[src/rtl/mdu_div_ctrl_pkg.sv]
// Shared definitions for the EX-stage divide unit: FSM encodings, iteration
// count and result bus width.
package mdu_div_ctrl_pkg;

  localparam int DIV_W      = 32;
  localparam int DIV_CYCLES = 32;

  typedef enum logic [1:0] {
    DIV_IDLE = 2'd0,
    DIV_RUN  = 2'd1,
    DIV_DONE = 2'd2
  } div_state_e;

endpackage

[src/rtl/mdu_div_ctrl_div_step.sv]
// One radix-2 restoring division iteration: shift in the next dividend bit and
// subtract the divisor when it fits.
module div_step #(
  parameter int WIDTH = 32
) (
  input  logic [WIDTH-1:0] rem_i,
  input  logic             dvd_msb_i,
  input  logic [WIDTH-1:0] dsr_i,
  output logic [WIDTH-1:0] rem_o,
  output logic             q_bit_o
);

  logic [WIDTH:0] shifted;
  logic [WIDTH:0] diff;

  // A borrow out of the WIDTH+1 bit subtraction means the divisor did not fit.
  always_comb begin
    shifted = {rem_i, dvd_msb_i};
    diff    = shifted - {1'b0, dsr_i};
    q_bit_o = ~diff[WIDTH];
    rem_o   = q_bit_o ? diff[WIDTH-1:0] : shifted[WIDTH-1:0];
  end

endmodule

[src/rtl/mdu_div_ctrl.sv]
// DIV/DIVU sequencer: stalls the pipeline while a restoring divider produces one
// quotient bit per cycle, then pulses done with sign-corrected results.
module mdu_div_ctrl
  import mdu_div_ctrl_pkg::*;
#(
  parameter int WIDTH = DIV_W,
  parameter int CNT_W = 6
) (
  input  logic             clk,
  input  logic             rst_n,
  input  logic             start,
  input  logic             is_signed,
  input  logic [WIDTH-1:0] op_a,
  input  logic [WIDTH-1:0] op_b,
  input  logic             cancel,
  output logic             stall_req,
  output logic             done,
  output logic [WIDTH-1:0] quotient,
  output logic [WIDTH-1:0] remainder,
  output logic             div_zero
);

  div_state_e       state_q, state_d;
  logic [CNT_W-1:0] cnt_q, cnt_d;
  logic [WIDTH-1:0] rem_q, rem_d;
  logic [WIDTH-1:0] dvd_q, dvd_d;
  logic [WIDTH-1:0] dsr_q, dsr_d;
  logic             q_neg_q, q_neg_d;
  logic             r_neg_q, r_neg_d;
  logic [WIDTH-1:0] quot_q, quot_d;
  logic [WIDTH-1:0] rmd_q, rmd_d;
  logic             dz_q, dz_d;

  logic             accept;
  logic             b_zero;
  logic             last_step;
  logic [WIDTH-1:0] a_abs, b_abs;
  logic [WIDTH-1:0] step_rem;
  logic             step_bit;
  logic [WIDTH-1:0] q_raw;

  assign accept    = (state_q == DIV_IDLE) && start && !cancel;
  assign b_zero    = (op_b == '0);
  assign last_step = (state_q == DIV_RUN) && (cnt_q == CNT_W'(WIDTH - 1));
  assign a_abs     = (is_signed && op_a[WIDTH-1]) ? -op_a : op_a;
  assign b_abs     = (is_signed && op_b[WIDTH-1]) ? -op_b : op_b;
  assign q_raw     = {dvd_q[WIDTH-2:0], step_bit};

  div_step #(
    .WIDTH (WIDTH)
  ) u_step (
    .rem_i     (rem_q),
    .dvd_msb_i (dvd_q[WIDTH-1]),
    .dsr_i     (dsr_q),
    .rem_o     (step_rem),
    .q_bit_o   (step_bit)
  );

  always_ff @(posedge clk or negedge rst_n) begin
    if (!rst_n) begin
      state_q <= DIV_IDLE;
    end else begin
      state_q <= state_d;
    end
  end

  // cancel overrides everything, including a start seen in the same cycle.
  always_comb begin
    state_d = state_q;
    case (state_q)
      DIV_IDLE: if (accept) state_d = b_zero ? DIV_DONE : DIV_RUN;
      DIV_RUN:  if (last_step) state_d = DIV_DONE;
      DIV_DONE: state_d = DIV_IDLE;
      default:  state_d = DIV_IDLE;
    endcase
    if (cancel) state_d = DIV_IDLE;
  end

  // A flushed instruction must not see its done pulse.
  always_comb begin
    stall_req = accept;
    done      = 1'b0;
    case (state_q)
      DIV_RUN:  stall_req = 1'b1;
      DIV_DONE: done      = !cancel;
      default:  ;
    endcase
  end

  always_comb begin
    cnt_d   = cnt_q;
    rem_d   = rem_q;
    dvd_d   = dvd_q;
    dsr_d   = dsr_q;
    q_neg_d = q_neg_q;
    r_neg_d = r_neg_q;
    quot_d  = quot_q;
    rmd_d   = rmd_q;
    dz_d    = dz_q;
    if (accept) begin
      if (b_zero) begin
        quot_d = '1;
        rmd_d  = op_a;
        dz_d   = 1'b1;
      end else begin
        cnt_d   = '0;
        rem_d   = '0;
        dvd_d   = a_abs;
        dsr_d   = b_abs;
        q_neg_d = is_signed && (op_a[WIDTH-1] ^ op_b[WIDTH-1]);
        r_neg_d = is_signed && op_a[WIDTH-1];
      end
    end else if ((state_q == DIV_RUN) && !cancel) begin
      cnt_d = cnt_q + CNT_W'(1);
      rem_d = step_rem;
      dvd_d = q_raw;
      // Published results only change when an operation actually completes.
      if (last_step) begin
        quot_d = q_neg_q ? -q_raw : q_raw;
        rmd_d  = r_neg_q ? -step_rem : step_rem;
        dz_d   = 1'b0;
      end
    end
  end

  always_ff @(posedge clk or negedge rst_n) begin
    if (!rst_n) begin
      cnt_q   <= '0;
      rem_q   <= '0;
      dvd_q   <= '0;
      dsr_q   <= '0;
      q_neg_q <= 1'b0;
      r_neg_q <= 1'b0;
      quot_q  <= '0;
      rmd_q   <= '0;
      dz_q    <= 1'b0;
    end else begin
      cnt_q   <= cnt_d;
      rem_q   <= rem_d;
      dvd_q   <= dvd_d;
      dsr_q   <= dsr_d;
      q_neg_q <= q_neg_d;
      r_neg_q <= r_neg_d;
      quot_q  <= quot_d;
      rmd_q   <= rmd_d;
      dz_q    <= dz_d;
    end
  end

  assign quotient  = quot_q;
  assign remainder = rmd_q;
  assign div_zero  = dz_q;

endmodule

[config.mk]
export PLATFORM = sky130hd
export DESIGN_NAME = mdu_div_ctrl
export DESIGN_NICKNAME = d
export VERILOG_FILES = /design/src/rtl/mdu_div_ctrl_pkg.sv /design/src/rtl/mdu_div_ctrl_div_step.sv /design/src/rtl/mdu_div_ctrl.sv
export SDC_FILE = /design/constraint.sdc
export NUM_CORES = 1
export LEC_CHECK = 0
export CAP_MARGIN = 20
export CORE_MARGIN = 2
export CORE_UTILIZATION = 35
export DETAILED_ROUTE_END_ITERATION = 10
export SYNTH_ARGS = -nofsm -noshare
export SYNTH_HDL_FRONTEND = slang
export SYNTH_HIERARCHICAL = 1
export SYNTH_SLANG_ARGS = --single-unit
export TNS_END_PERCENT = 20
[constraint.sdc]
create_clock -name clk -period 6.85 [get_ports clk]
set_clock_uncertainty 0.2 [all_clocks]
set_input_delay 2.055 -clock clk [delete_from_list [all_inputs] [get_ports clk]]
set_output_delay 2.055 -clock clk [all_outputs]
set_load 0.02 [all_outputs]
# Word level (Yosys, flattened, before mapping)
# Index checks and enable logic that the tools add are counted.
# Widths: inputs -> output; s select.
totals:
  regBits: 171
  input_bits: 69
  out_inout_bits: 67
  elab_cells: 75
op_classes:
  n_addsub: 6
  n_eq_ne: 7
  n_mux: 33
  bitwise: 3
  reduce_logical: 16
ops:
  columns: ["op", "n"]
  rows:
  - ["$mux 32", 19]
  - ["$neg 32->32", 4]
  - ["$sub 33x32->33", 1]
  - ["$logic_not 32->1", 1]
  - ["$mux 6", 3]
  - ["$mux 2", 4]
  - ["$logic_and 1x1->1", 7]
  - ["$add 6x1->6 const B", 1]
  - ["$eq 6x5->1 const B", 1]
  - ["$mux 1", 6]
  - ["$ne 3x3->1 const B", 2]
  - ["$reduce_and 2->1", 3]
  - ["$pmux 2 s2", 1]
  - ["$reduce_bool 2->1", 2]
  - ["$reduce_and 3->1", 1]
  - ["$eq 2x1->1 const B", 1]
  - ["$eq 2x2->1 const B", 1]
  - ["$logic_not 2->1", 1]
  - ["$ne 2x1->1 const B", 1]
  - ["$ne 2x2->1 const B", 1]
  - ["$not 1->1", 2]
  - ["$logic_not 1->1", 1]
  - ["$xor 1x1->1", 1]

# Depth between registers and ports, before layout
# Gate-level depths: netlist of run 1.
logic_depth:
  word_depth: 7
  mapped_depth: 21
  depth_no_buf: 20

# Modules after synthesis
# Netlist of run 1, hierarchy kept.
modules_own_cells:
  columns: ["mod", "instances", "cells_each", "area_per_inst_um2", "seq_area_each_um2"]
  rows:
  - ["mdu_div_ctrl", 1, 1161, 9838.2, 4279.1]
  - ["div_step", 1, 311, 2255.9, 0.0]

# Worst setup path after synthesis of run 1
# No wires, ideal clock.
synth_path:
  kind: "input-to-output"
  from: "in cancel"
  to: "out stall_req"
  t_arrival_ns: 3.463
  t_required_ns: 4.595
  slack_ns: 1.132
  cell_stages: 5
  n_path_buf: 3
  path_cell_list: "or4b_2 -> clkbuf_1 -> clkbuf_1 -> clkbuf_1 -> nand2_1"
synth_between:
  elab_chain_len: 3
synth_lines:
  columns: ["item", "line_no", "source"]
  rows:
  - ["start, declared", "mdu_div_ctrl.sv:15", "input logic cancel,"]
  - ["$logic_not 1->1", "mdu_div_ctrl.sv:42", "assign accept = (state_q == DIV_IDLE) && start && !cancel;"]
  - ["$logic_and 1x1->1", "mdu_div_ctrl.sv:42", null]
  - ["$mux 1", "mdu_div_ctrl.sv:83", "case (state_q)"]
  - ["end, declared", "mdu_div_ctrl.sv:16", "output logic stall_req,"]
# Every way passes these cells.

# Worst setup path after layout of run 1
# Ends and elaborated chain as after synthesis.

==> run_results.csv, run 1 <==
group,metric,value,unit
sta,period_minus_slack,6.22,ns
detailed_routing,vias,11100,
pwr,ir_drop,245,uV
floorplanning,design.core.area,34300,sq um
critical_path,cp_common_cell,"clkdlybuf4s50_1",
detailed_routing,drt-initial-drc-count,867,
synth,netlist_instances,1472,
placed_design,dpl.hpwl,27600,um
finish,final_common_cell,"nand2_1",
finish,final_cell_mix,"nand2_1, dfrtp_1, o21ai_0",
critical_path,startpoint_type,"input port",
synth,syn_nets,1579,
pwr,power_density,404,nW/um^2
critical_path,crit_arrival,3.96,ns
clocking,clockRootBuffer,"clkbuf_16",
sta,report.final.slew_viol_count,0,
clocking,post_cts_resized,0,
floorplanning,design.die.area,36100,sq um
sta,finalHoldViolCount,0,
detailed_routing,firstDrtPassIters,5,
clocking,clock_path_buffers,2,
finish,drive_gt1_share,6.35,%
floorplanning,die_h,190,um
critical_path,critPathBufInv,2,
critical_path,required,4.60,ns
synth,yosys-top-cells-area,"dfrtp_1, nand2_1, o21ai_0",
global_route,grt_max_degree,95,
clocking,cts_num_sinks,171,
clocking,tritoncts,"built",
synth,syn_area,12100,sq um
sta,rsz0062_at_grt,"no",
synth,synth.avg_cell_area,8.22,sq um
detailed_routing,drc_errors,0,
clocking,path_clk_slew,0.07,ns
critical_path,path_class,"in -> out",
clocking,cts.htree.levels,4,
sta,timing.final.crit_share,90.8,%
global_route,grt_pass1_vias,10700,
synth,synth-edff-count,0,
floorplanning,die_x,190,um
floorplanning,num_rows,68,
synth,synth_flop_cell,"dfrtp_1",
synth,synth_seq_cells,171,
global_route,grt_use_total,20.7,%
synth,synth_top_area_cell,"dfrtp_1",
sta,setup_violations,0,
synth,netlist.area_leader.share,35.4,%
flow_run,cap_violations,0,
synth,synth_cell_types,78,
critical_path,cp_slowest_cell,"clkdlybuf4s50_1",
global_route,grt_overflow_total,0,
detailed_routing,avgRoutedWirePerCell,18.2,um
critical_path,cp-end-kind,"output pin",
synth,async_flop_share,100,%
sta,fmax,161,MHz
pwr,power_leakage,6.00,nW
finish,areaGrowthSynthToFinish,19.4,%
synth,ys_warn_count,6,
critical_path,path_delay_family,"buffers and inverters",
global_route,grt_pass1_wl,59100,um
sta,relSlewSlack,25.5,%
detailed_routing,drt-total-wl,37000,um
status,status,"finished, final reports clean",
detailed_routing,vias_per_cell,5.46,
synth,ys_seq_area_share,35.4,%
clocking,hold_buffers,0,
floorplanning,io_pins,136,
pwr,total_power,5.84,mW
critical_path,cpPeakStageDelay,0.66,ns
sta,worst_pin_slew,1.11,ns
floorplanning,initial_core_util,35.3,%
global_route,antenna_found_initial,0,
sta,setup_tns,0,ns
placed_design,finalWeightedCongestion,0.895,
placed_design,io_buffers,135,
hold_path,hold_class,"reg -> reg",
detailed_routing,ant_nets,0,
finish,antenna_cells,0,
finish,nets,1668,
critical_path,crit_chain,"clkdlybuf4s50_1 -> or4b_4 -> nand2_1 -> clkdlybuf4s50_1",
clocking,numCtsBuffers,17,
clocking,clk_latency,0.45,ns
clocking,postCtsSetupBuffers,0,
critical_path,worstPathMaxFanout,5,
per-layer routing:
layer	wire length [um]	global-route usage, %
met5	0	0
met4	538	5.13
met3	2060	2.88
met2	16500	32.6
met1	17900	29.9
state kept, by name (all words and copies together) (netlist names):
register and cells:
dsr_q 32, dvd_q 32, quotient 32, rem_q 32, remainder 32, cnt_q 6, state_q 2, div_zero 1
q_neg_q 1, r_neg_q 1
worst paths after layout:
path / startpoint / end / cells after the start / slack, ns
max in group asynchronous: rst_n / dvd_q[18] / 2 / 4.03
max reg2reg: dsr_q[14] / remainder[29] / 18 / 1.24
min: dsr_q[31] / dsr_q[31] / 2 / 0.27
min reg2reg: dsr_q[31] / dsr_q[31] / 2 / 0.27
max: cancel / stall_req / 4 / 0.63
min in group asynchronous: rst_n / remainder[13] / 1 / 1.43
worst min-delay path, stage by stage, from the launching register on:
cell     delay (ns)
dfrtp_1        0.35
nand2_1        0.05
nand2_1        0.05
area by class of cell:
cell class	instances	area (sq um)
Tap cell	455	569
Fill cell	3458	19800
Timing Repair Buffer	154	1510
Inverter	49	184
Clock inverter	15	168
Sequential cell	171	4280
Clock buffer	17	425
Multi-Input combinational cell	1168	7310
per-stage QoR:
stage	cell area, sq um	util [%]	hold slack (ns)	worst slack [ns]	std cells
2_1_floorplan	12100	-	0.239	1.13	1472
3_3_place_gp	13900	40.4	0.255	0.628	1997
3_5_place_dp	13900	40.4	0.260	0.618	1997
4_1_cts	14400	42.1	0.277	0.618	2029
5_1_grt	14400	42.1	0.302	0.607	2029
6_report	14400	42.1	0.273	0.634	2029
cells by family after synthesis:
logic type                 after synthesis  share of synthesized area [%]
xor gates and xnor gates               142                           10.3
and+or+nand+nor                        521                           20.5
buffers and inverters                  133                           4.57
adders and majority gates               38                           3.99
DFF                                    171                           35.4
AOI/OAI and AO/OA                      433                           21.7
muxes                                   34                           3.63
power by group:
part           total [mW]  leakage, nW  switching [mW]  internal [mW]
Clock               0.999        0.288           0.505          0.494
Sequential           1.41         2.16           0.214           1.20
Combinational        3.42         3.55            2.06           1.36
Total                5.84         6.00            2.78           3.05
Yosys cell counts, types with 12 or more instances:
cell,count
ha_1,37
xnor2_1,62
o31ai_1,31
nor3_1,31
o41ai_1,15
nor4_1,12
o21ai_0,147
or3_1,16
o21ai_1,34
mux2_4,19
dfrtp_1,171
inv_1,46
or4_1,17
mux2i_1,12
a21oi_1,86
a21o_1,27
nand3_1,37
nand4_1,13
and3_1,15
a211oi_1,12
nor2_1,116
nand2_1,207
clkbuf_1,67
xor2_1,80
a31oi_1,27
Power figures use the tool's default switching activity.
==> run 2: changes to the inputs <==
Settings changed: ABC_CLOCK_PERIOD_IN_PS set to 6850, REMOVE_ABC_BUFFERS set to 1.
==> run 2 against run 1 <==
Effect of this change: sequential power is essentially flat; flip-flop and latch count did not move; register-to-register slack worse by 0.17 ns; fmax increased by 2.1%; non-clock buffer count rose by 5; critical path depth unchanged; worst setup slack better by 0.13 ns; via count is 1.7% lower; global-route usage down 1.3 points; final area grew 0.23%.
==> run_results.csv, run 2 (synthesis gave the netlist of run 1 again) <==
group,metric,value,unit
status,status,"finished, final reports clean",
floorplanning,num_rows,68,
pwr,total_power,5.66,mW
detailed_routing,avgRoutedWirePerCell,17.0,um
sta,fmax,164,MHz
critical_path,rrSetupSlack,1.07,ns
placed_design,finalWeightedCongestion,0.892,
critical_path,path_class,"in -> out",
critical_path,worst-r2r-cell-count,19,
pwr,ir_drop,191,uV
finish,areaGrowthSynthToFinish,19.7,%
pwr,power_leakage,6.03,nW
detailed_routing,dr_wl_met2,16100,um
critical_path,worstPathMaxFanout,5,
detailed_routing,vias,10900,
clocking,path_clk_slew,0.08,ns
detailed_routing,vias_per_cell,5.35,
floorplanning,die_x,190,um
sta,timing.final.crit_share,88.9,%
sta,finalHoldViolCount,0,
pwr,power_density,391,nW/um^2
global_route,grt_use_total,19.4,%
global_route,grt_pass1_wl,56400,um
global_route,grt_overflow_total,0,
finish,drive_gt1_share,6.65,%
detailed_routing,drt-total-wl,34700,um
finish,fillers,3434,
sta,layout_setup_ws,0.760,ns
finish,antenna_cells,0,
critical_path,endpoint,"stall_req",
finish,final_common_cell,"nand2_1",
clocking,clock_path_buffers,2,
sta,setup_tns,0,ns
placed_design,dp_slack,0.754,ns
floorplanning,io_pins,136,
sta,worst_pin_slew,1.03,ns
floorplanning,die_h,190,um
placed_design,io_buffers,135,
floorplanning,initial_core_util,35.3,%
critical_path,startpoint_type,"input port",
critical_path,cp-end-kind,"output pin",
finish,final_cell_mix,"nand2_1, dfrtp_1, o21ai_0",
sta,holdWs,0.278,ns
finish,nets,1673,
sta,relSlewSlack,31.2,%
detailed_routing,firstDrtPassIters,5,
sta,rsz0062_at_grt,"no",
detailed_routing,routed.top_layer,"met4",
hold_path,hold_class,"reg -> reg",
finish,postLayoutCoreUtil,42.2,%
clocking,clk_latency,0.44,ns
global_route,grt_pass1_vias,10600,
detailed_routing,drt-initial-drc-count,820,
clocking,postCtsSetupBuffers,0,
floorplanning,design.core.area,34300,sq um
critical_path,r2r-end,"remainder[29]",
detailed_routing,drt-met1-wl,16600,um
clocking,tritoncts,"built",
global_route,antenna_found_initial,0,
sta,report.final.slew_viol_count,0,
hold_path,whs_path_depth,2,
clocking,clockRootBuffer,"clkbuf_16",
flow_run,cap_violations,0,
clocking,numCtsBuffers,17,
clocking,post_cts_resized,0,
critical_path,required,4.60,ns
placed_design,dpl.hpwl,26000,um
detailed_routing,dr_wl_met3,1370,um
sta,setup_violations,0,
floorplanning,design.die.area,36100,sq um
clocking,cts_num_sinks,171,
global_route,grt_max_degree,105,
critical_path,worstReg2RegStart,"dvd_q[31]",
detailed_routing,ant_nets,0,
clocking,hold_buffers,0,
critical_path,cp-startpoint,"cancel",
critical_path,crit_arrival,3.83,ns
clocking,cts.htree.levels,4,
detailed_routing,drc_errors,0,
sta,period_minus_slack,6.09,ns
[run 2: changes by cell type in the layout (fill, tap and decap cells not counted), sizes merged]
cell      previous run  this run
buf                 20        25
clkbuf              17        18
clkinv               6         4
clkinvlp             1         0
inv                 57        59
[run 2: power by group]
part           total [mW]  switching (mW)  internal (mW)
registers            1.42           0.216           1.20
clock network        1.00           0.497          0.506
logic                3.24            1.90           1.35
total                5.66            2.61           3.05
[run 2: worst max-delay path, cell delays in order]
cell and delay [ns]:
clkdlybuf4s50_1 0.52, or4b_4 0.59, nand2_1 0.08, clkdlybuf4s50_1 0.59
[run 2: stage by stage]
step | area, sq um | std cells
floorplan | 11700 | 1388
global placement | 13900 | 2002
detailed placement | 13900 | 2002
CTS | 14500 | 2034
global route | 14500 | 2034
finish | 14500 | 2034
[run 2: worst min path at each step]
stage                       from           end  slack, ns
finish               quotient[4]   quotient[4]       0.28
global route            dsr_q[9]      dsr_q[9]       0.30
CTS                  quotient[4]   quotient[4]       0.28
detailed placement  remainder[7]  remainder[7]       0.26
global placement     quotient[4]   quotient[4]       0.26
floorplan              dsr_q[31]     dsr_q[31]       0.24
[run 2: area by class of cell]
cell class              count  area, sq um  share of cell area [%]
clock inverters            14          163                    1.12
inverters                  49          184                    1.27
clock buffers              18          439                    3.03
multi-input cells        1168         7310                    50.5
repair buffers            159         1530                    10.6
flip-flops and latches    171         4280                    29.6
well taps                 455          569                    3.93
[run 2: metal layers]
metal,vias up,track usage (%)
met4,0,5.66
met2,249,31.8
met5,-,0
met1,5148,26.8
li1,5451,-
met3,38,2.60
